`config.mk`:
```
export PLATFORM = sky130hd
export DESIGN_NAME = instr_mem_loader
export DESIGN_NICKNAME = d
export VERILOG_FILES = /design/src/rtl/instr_mem_loader.sv
export SDC_FILE = /design/constraint.sdc
export NUM_CORES = 1
export LEC_CHECK = 0
export ABC_CLOCK_PERIOD_IN_PS = 4700
export CORE_UTILIZATION = 45
export CTS_BUF_LIST = sky130_fd_sc_hd__clkbuf_4 sky130_fd_sc_hd__clkbuf_8 sky130_fd_sc_hd__clkbuf_16
export CTS_CLUSTER_SIZE = 25
export DETAILED_ROUTE_END_ITERATION = 10
export PLACE_DENSITY = 0.77
export SLEW_MARGIN = 40
export SYNTH_ARGS = -nofsm -noshare
export SYNTH_HDL_FRONTEND = slang
export SYNTH_SLANG_ARGS = --single-unit
export TNS_END_PERCENT = 1
```
`constraint.sdc`:
```
create_clock -name Clk -period 4.7 [get_ports Clk]
set_input_delay 1.41 -clock Clk [delete_from_list [all_inputs] [get_ports Clk]]
set_output_delay 1.41 -clock Clk [all_outputs]
set_load 0.01 [all_outputs]
```
`src/rtl/instr_mem_loader.sv`:
```
// instr_mem_loader: writer side of the instruction RAM.
// Operator keys in program words from switches; each Enter press writes one
// word at an auto-incrementing address while the processor is held in reset.
// Optional macro LOADER_ACK_TIMEOUT_EN: abort a write that is not acknowledged
// within ACK_TIMEOUT cycles and raise a sticky Error flag.
`timescale 1ns/1ps

module instr_mem_loader #(
    parameter int ADDR_W      = 7,
    parameter int DATA_W      = 16,
    parameter int DEPTH       = 128,
    parameter int ACK_TIMEOUT = 15
) (
    input  logic              Clk,
    input  logic              Reset,
    input  logic              Load,
    input  logic              Enter,
    input  logic [DATA_W-1:0] DataIn,
    input  logic              WrAck,
    output logic              WrEn,
    output logic [ADDR_W-1:0] WrAddr,
    output logic [DATA_W-1:0] WrData,
    output logic              ProcHold,
    output logic              Busy,
    output logic              Done,
    output logic [ADDR_W:0]   Count,
    output logic              Error,
    output logic [3:0]        State
);

`ifdef LOADER_ACK_TIMEOUT_EN
    localparam bit TMO_EN = 1'b1;
`else
    localparam bit TMO_EN = 1'b0;
`endif

    localparam int TMO_W = (ACK_TIMEOUT > 2) ? $clog2(ACK_TIMEOUT) : 1;
    localparam logic [ADDR_W-1:0] LAST_ADDR = ADDR_W'(DEPTH - 1);
    localparam logic [TMO_W-1:0]  TMO_LAST  = TMO_W'(ACK_TIMEOUT - 1);

    typedef enum logic [1:0] {
        IDLE       = 2'd0,
        WAIT_PRESS = 2'd1,
        WRITE      = 2'd2,
        DONE       = 2'd3
    } state_t;

    state_t              state_q, state_d;
    logic                load_prev_q, enter_prev_q;
    logic                wr_en_q, wr_en_d;
    logic [ADDR_W-1:0]   wr_addr_q, wr_addr_d;
    logic [DATA_W-1:0]   wr_data_q, wr_data_d;
    logic                proc_hold_q, proc_hold_d;
    logic                busy_q, busy_d;
    logic                done_q, done_d;
    logic [ADDR_W:0]     count_q, count_d;
    logic                error_q, error_d;
    logic [TMO_W-1:0]    tmo_cnt_q, tmo_cnt_d;

    // Prev-registers reset to 1 so a key held through reset gives no edge.
    logic load_edge, enter_edge;
    assign load_edge  = Load  & ~load_prev_q;
    assign enter_edge = Enter & ~enter_prev_q;

    // Next-state and next-output logic for the load session FSM.
    always_comb begin
        state_d     = state_q;
        wr_en_d     = wr_en_q;
        wr_addr_d   = wr_addr_q;
        wr_data_d   = wr_data_q;
        proc_hold_d = proc_hold_q;
        busy_d      = busy_q;
        done_d      = 1'b0;
        count_d     = count_q;
        error_d     = error_q;
        tmo_cnt_d   = tmo_cnt_q;
        case (state_q)
            IDLE: begin
                if (load_edge) begin
                    state_d     = WAIT_PRESS;
                    wr_addr_d   = '0;
                    count_d     = '0;
                    error_d     = 1'b0;
                    proc_hold_d = 1'b1;
                    busy_d      = 1'b1;
                end
            end
            WAIT_PRESS: begin
                // Enter wins over a simultaneous Load; that Load edge is lost.
                if (enter_edge) begin
                    wr_data_d = DataIn;
                    wr_en_d   = 1'b1;
                    tmo_cnt_d = '0;
                    state_d   = WRITE;
                end else if (load_edge) begin
                    state_d = DONE;
                    done_d  = 1'b1;
                end
            end
            WRITE: begin
                if (WrAck) begin
                    wr_en_d = 1'b0;
                    count_d = count_q + 1'b1;
                    if (wr_addr_q == LAST_ADDR) begin
                        // Memory full: finish without wrapping the address.
                        state_d = DONE;
                        done_d  = 1'b1;
                    end else begin
                        wr_addr_d = wr_addr_q + 1'b1;
                        state_d   = WAIT_PRESS;
                    end
                end else if (TMO_EN && (tmo_cnt_q == TMO_LAST)) begin
                    wr_en_d = 1'b0;
                    error_d = 1'b1;
                    state_d = DONE;
                    done_d  = 1'b1;
                end else begin
                    tmo_cnt_d = tmo_cnt_q + 1'b1;
                end
            end
            DONE: begin
                proc_hold_d = 1'b0;
                busy_d      = 1'b0;
                state_d     = IDLE;
            end
            default: state_d = IDLE;
        endcase
    end

    // State and registered outputs; reset abandons any session in flight.
    always_ff @(posedge Clk or posedge Reset) begin
        if (Reset) begin
            state_q      <= IDLE;
            load_prev_q  <= 1'b1;
            enter_prev_q <= 1'b1;
            wr_en_q      <= 1'b0;
            wr_addr_q    <= '0;
            wr_data_q    <= '0;
            proc_hold_q  <= 1'b0;
            busy_q       <= 1'b0;
            done_q       <= 1'b0;
            count_q      <= '0;
            error_q      <= 1'b0;
            tmo_cnt_q    <= '0;
        end else begin
            state_q      <= state_d;
            load_prev_q  <= Load;
            enter_prev_q <= Enter;
            wr_en_q      <= wr_en_d;
            wr_addr_q    <= wr_addr_d;
            wr_data_q    <= wr_data_d;
            proc_hold_q  <= proc_hold_d;
            busy_q       <= busy_d;
            done_q       <= done_d;
            count_q      <= count_d;
            error_q      <= error_d;
            tmo_cnt_q    <= tmo_cnt_d;
        end
    end

    assign WrEn     = wr_en_q;
    assign WrAddr   = wr_addr_q;
    assign WrData   = wr_data_q;
    assign ProcHold = proc_hold_q;
    assign Busy     = busy_q;
    assign Done     = done_q;
    assign Count    = count_q;
    assign Error    = TMO_EN ? error_q : 1'b0;
    assign State    = {2'b00, state_q};

endmodule
```
==> impl_metrics.sql <==
INSERT INTO impl_metrics (metric_group, metric, value, unit) VALUES
('floorplan', 'placeableCoreArea', '0.004000', 'mm2'),
('clock_network', 'cts_resized', '0', ''),
('cells_and_area', 'area.growth.synth_to_final', '37.41', '%'),
('sta', 'finClkSkew', '6.507', 'ps'),
('setup_path', 'critPathArrivalTime', '3250', 'ps'),
('synthesis', 'avgSynthCellArea', '10.89', 'um2'),
('routing', 'dr_wl_met2', '1.789', 'mm'),
('routing', 'drt_wl_total', '3.826', 'mm'),
('routing', 'route.vias.total', '1504', ''),
('setup_path', 'worst-setup-path-type', 'input pin to flop', ''),
('sta', 'final_period_minus_worst_setup_slack', '3026', 'ps'),
('clock_network', 'insertion_delay', '290', 'ps'),
('setup_path', 'worstSetupStartpointType', 'input pin', ''),
('cells_and_area', 'post-route-cell-area', '0.002574', 'mm2'),
('setup_path', 'largest_stage_delay_on_the_critical_path', '660', 'ps'),
('routing', 'met3RoutedLength', '212', 'um'),
('synthesis', 'ys.warnings.count', '0', ''),
('routing', 'highest_layer', 'met4', ''),
('synthesis', 'post_synth_arst_share', '1.000', ''),
('routing', 'routedLengthMet1', '1.761', 'mm'),
('sta', 'post_route_setup_tns', '0', 'ps'),
('setup_path', 'timing.reg2reg.setup_slack', '2460', 'ps'),
('clock_network', 'postCtsSetupBuffers', '0', ''),
('sta', 'timing.final.hold_violations', '0', ''),
('global_route', 'largest_net_degree_at_the_start_of_global_routing', '27', ''),
('placed_design', 'gpl.final_weighted_congestion', '0.7929', ''),
('sta', 'final_count_of_negative_setup_slack_endpoints', '0', ''),
('clock_network', 'max-clock-path-buffers', '2', ''),
('global_route', 'vias_in_the_first_global_route', '1361', ''),
('synthesis', 'ys_types', '44', ''),
('placed_design', 'post-place-ws', '1413', 'ps'),
('sta', 'slew_violations', '0', ''),
('sta', 'rsz0062_at_grt', 'no', ''),
('global_route', 'number_of_antenna_violations_at_the_first_check_in_global_routing', '0', ''),
('setup_path', 'cp.required', '4920', 'ps'),
('setup_path', 'timing.rr.start', 'state_q[1]', ''),
('floorplan', 'rows', '23', ''),
('sta', 'postLayoutSetupSlackWorst', '1674', 'ps'),
('routing', 'route.detailed.drc', '0', ''),
('floorplan', 'initial_utilization', '0.4683', ''),
('floorplan', 'floorplan.die.height', '66.52', 'um'),
('clock_network', 'cts_hold_buf', '0', ''),
('synthesis', 'syn-cell-area', '0.001873', 'mm2'),
('routing', 'firstDrtPassIters', '4', ''),
('cells_and_area', 'drive_gt1_frac', '0.1459', ''),
('min_path', 'worst_hold_path_type', 'flop to flop', ''),
('setup_path', 'timing.critical_path.cells', 'clkdlybuf4s50_1 -> nand2b_1 -> o2111ai_4 -> or4_1 -> a21oi_1', ''),
('global_route', 'global_route.usage.total', '0.1923', ''),
('placed_design', 'place_hpwl', '2.788', 'mm'),
('synthesis', 'ys.flop_type', 'sky130_fd_sc_hd__dfrtp_1', ''),
('sta', 'worst_pin_slew', '641.2', 'ps'),
('outcome', 'run_status', 'complete, no violations', ''),
('sta', 'maxSlewHeadroom', '0.5709', ''),
('pwr', 'pwr_density_cell', '540.6', 'mW/mm2'),
('sta', 'whs', '504.2', 'ps'),
('floorplan', 'boundaryPins', '61', ''),
('clock_network', 'clock-root-buffer', 'sky130_fd_sc_hd__clkbuf_8', ''),
('run', 'timing.max_cap.violations', '0', ''),
('synthesis', 'synth.ff_latch_count', '38', ''),
('synthesis', 'synth_cells', '172', ''),
('cells_and_area', 'final_net_count', '259', ''),
('placed_design', 'port-buffer-count', '57', ''),
('cells_and_area', 'antenna-diode-count', '0', ''),
('setup_path', 'worst_r2r_endpoint', 'Count[7]', ''),
('clock_network', 'cts.reportedPaths.clkPinSlew', '80', 'ps'),
('cells_and_area', 'final_common_cell', 'sky130_fd_sc_hd__clkdlybuf4s50_1', ''),
('synthesis', 'synth_sequential_area_ratio', '0.5090', ''),
('pwr', 'power.ir.vdd_worst', '0.2973', 'mV'),
('pwr', 'power_leakage', '1.074', 'nW'),
('synthesis', 'synth-edff-count', '0', ''),
('floorplan', 'die-area', '0.004424', 'mm2');
## flip-flops by register name (all words and copies together), names as in the netlist
signal and cells:
load_prev_q 1, WrAddr 7, Done 1, Count 8
WrEn 1, enter_prev_q 1, state_q 2, Busy 1
WrData 16
## where the power goes
| group | internal (W) | total, W | switching [W] |
|---|---|---|---|
| clock | 0.000118 | 0.000233 | 0.000115 |
| combinational | 0.000357 | 0.000619 | 0.000262 |
| sequential | 0.000442 | 0.000539 | 0.0000965 |
## critical path, delay by kind of cell
| family | cells | cell delay [ps] |
|---|---|---|
| buffers and inverters | 1 | 660 |
| AO/OA/AOI/OAI | 2 | 350 |
| AND/OR/NAND/NOR | 2 | 830 |
## cell families (layout without fill, tap and decap cells)
kind of cell               Yosys count  after routing  synth area share
and+or+nand+nor                     53             53            0.1490
DFF                                 38             38            0.5090
AOI/OAI and AO/OA                   36             36            0.1349
muxes                               18             18            0.1069
buffers and inverters               18             77           0.04877
adders and majority gates            6              6           0.04008
xor gates and xnor gates             2              2          0.009354
other                                1              3          0.002002
## synthesized netlist by cell type (2+ instances only)
| library cell | count | area [um2] |
|---|---|---|
| sky130_fd_sc_hd__or3_1 | 3 | 18.77 |
| sky130_fd_sc_hd__or2_2 | 2 | 12.51 |
| sky130_fd_sc_hd__nand2b_1 | 3 | 18.77 |
| sky130_fd_sc_hd__o211ai_1 | 5 | 37.54 |
| sky130_fd_sc_hd__clkbuf_1 | 2 | 7.510 |
| sky130_fd_sc_hd__inv_1 | 10 | 37.54 |
| sky130_fd_sc_hd__a22o_1 | 2 | 17.52 |
| sky130_fd_sc_hd__nand4_1 | 2 | 12.51 |
| sky130_fd_sc_hd__mux2_2 | 16 | 180.2 |
| sky130_fd_sc_hd__o22ai_1 | 3 | 18.77 |
| sky130_fd_sc_hd__ha_1 | 6 | 75.07 |
| sky130_fd_sc_hd__nor3_1 | 2 | 10.01 |
| sky130_fd_sc_hd__o21ai_0 | 7 | 35.03 |
| sky130_fd_sc_hd__nand2_1 | 12 | 45.04 |
| sky130_fd_sc_hd__mux2i_1 | 2 | 20.02 |
| sky130_fd_sc_hd__dfstp_2 | 2 | 52.55 |
| sky130_fd_sc_hd__a31oi_1 | 3 | 18.77 |
| sky130_fd_sc_hd__buf_4 | 4 | 30.03 |
| sky130_fd_sc_hd__nor2_1 | 11 | 41.29 |
| sky130_fd_sc_hd__nand3_1 | 6 | 30.03 |
| sky130_fd_sc_hd__nand3b_1 | 2 | 15.01 |
| sky130_fd_sc_hd__a21oi_1 | 8 | 40.04 |
| sky130_fd_sc_hd__or4_1 | 2 | 15.01 |
| sky130_fd_sc_hd__and2_1 | 2 | 12.51 |
| sky130_fd_sc_hd__dfrtp_1 | 36 | 900.9 |
## routing by layer
| metal | global-route usage | vias to the layer above |
|---|---|---|
| met2 | 0.2857 | 47 |
| met5 | 0 | - |
| met3 | 0.05822 | 6 |
| met4 | 0.06915 | 0 |
| met1 | 0.2640 | 718 |
| li1 | - | 733 |
## worst min-delay path by stage
stage / start / to / slack (ps) / cells after the start
after floorplan: WrData[0] / WrData[0] / 550 / 1
after global placement: WrData[10] / WrData[10] / 480 / 1
after detailed placement: WrData[1] / WrData[1] / 490 / 1
after CTS: WrData[8] / WrData[8] / 510 / 1
after global routing: WrData[0] / WrData[0] / 520 / 1
final: WrData[12] / WrData[12] / 500 / 1
## stage by stage
stage,cells,util,total power (W)
global route,283,0.6434,0.001501
global placement,274,0.6168,0.001152
CTS,282,0.6406,0.001400
floorplan,174,-,0.0008606
finish,283,0.6434,0.001391
detailed placement,274,0.6168,0.001164
## area by class of cell
type	instances	area [um2]
Fill cell	325	1426
Sequential cell	38	953.4
Multi-Input combinational cell	118	835.8
Timing Repair Buffer	59	589.3
Clock buffer	6	82.58
Tap cell	50	62.56
Inverter	10	37.54
Clock inverter	2	12.51
No activity file was read; power rests on OpenSTA's default activity.
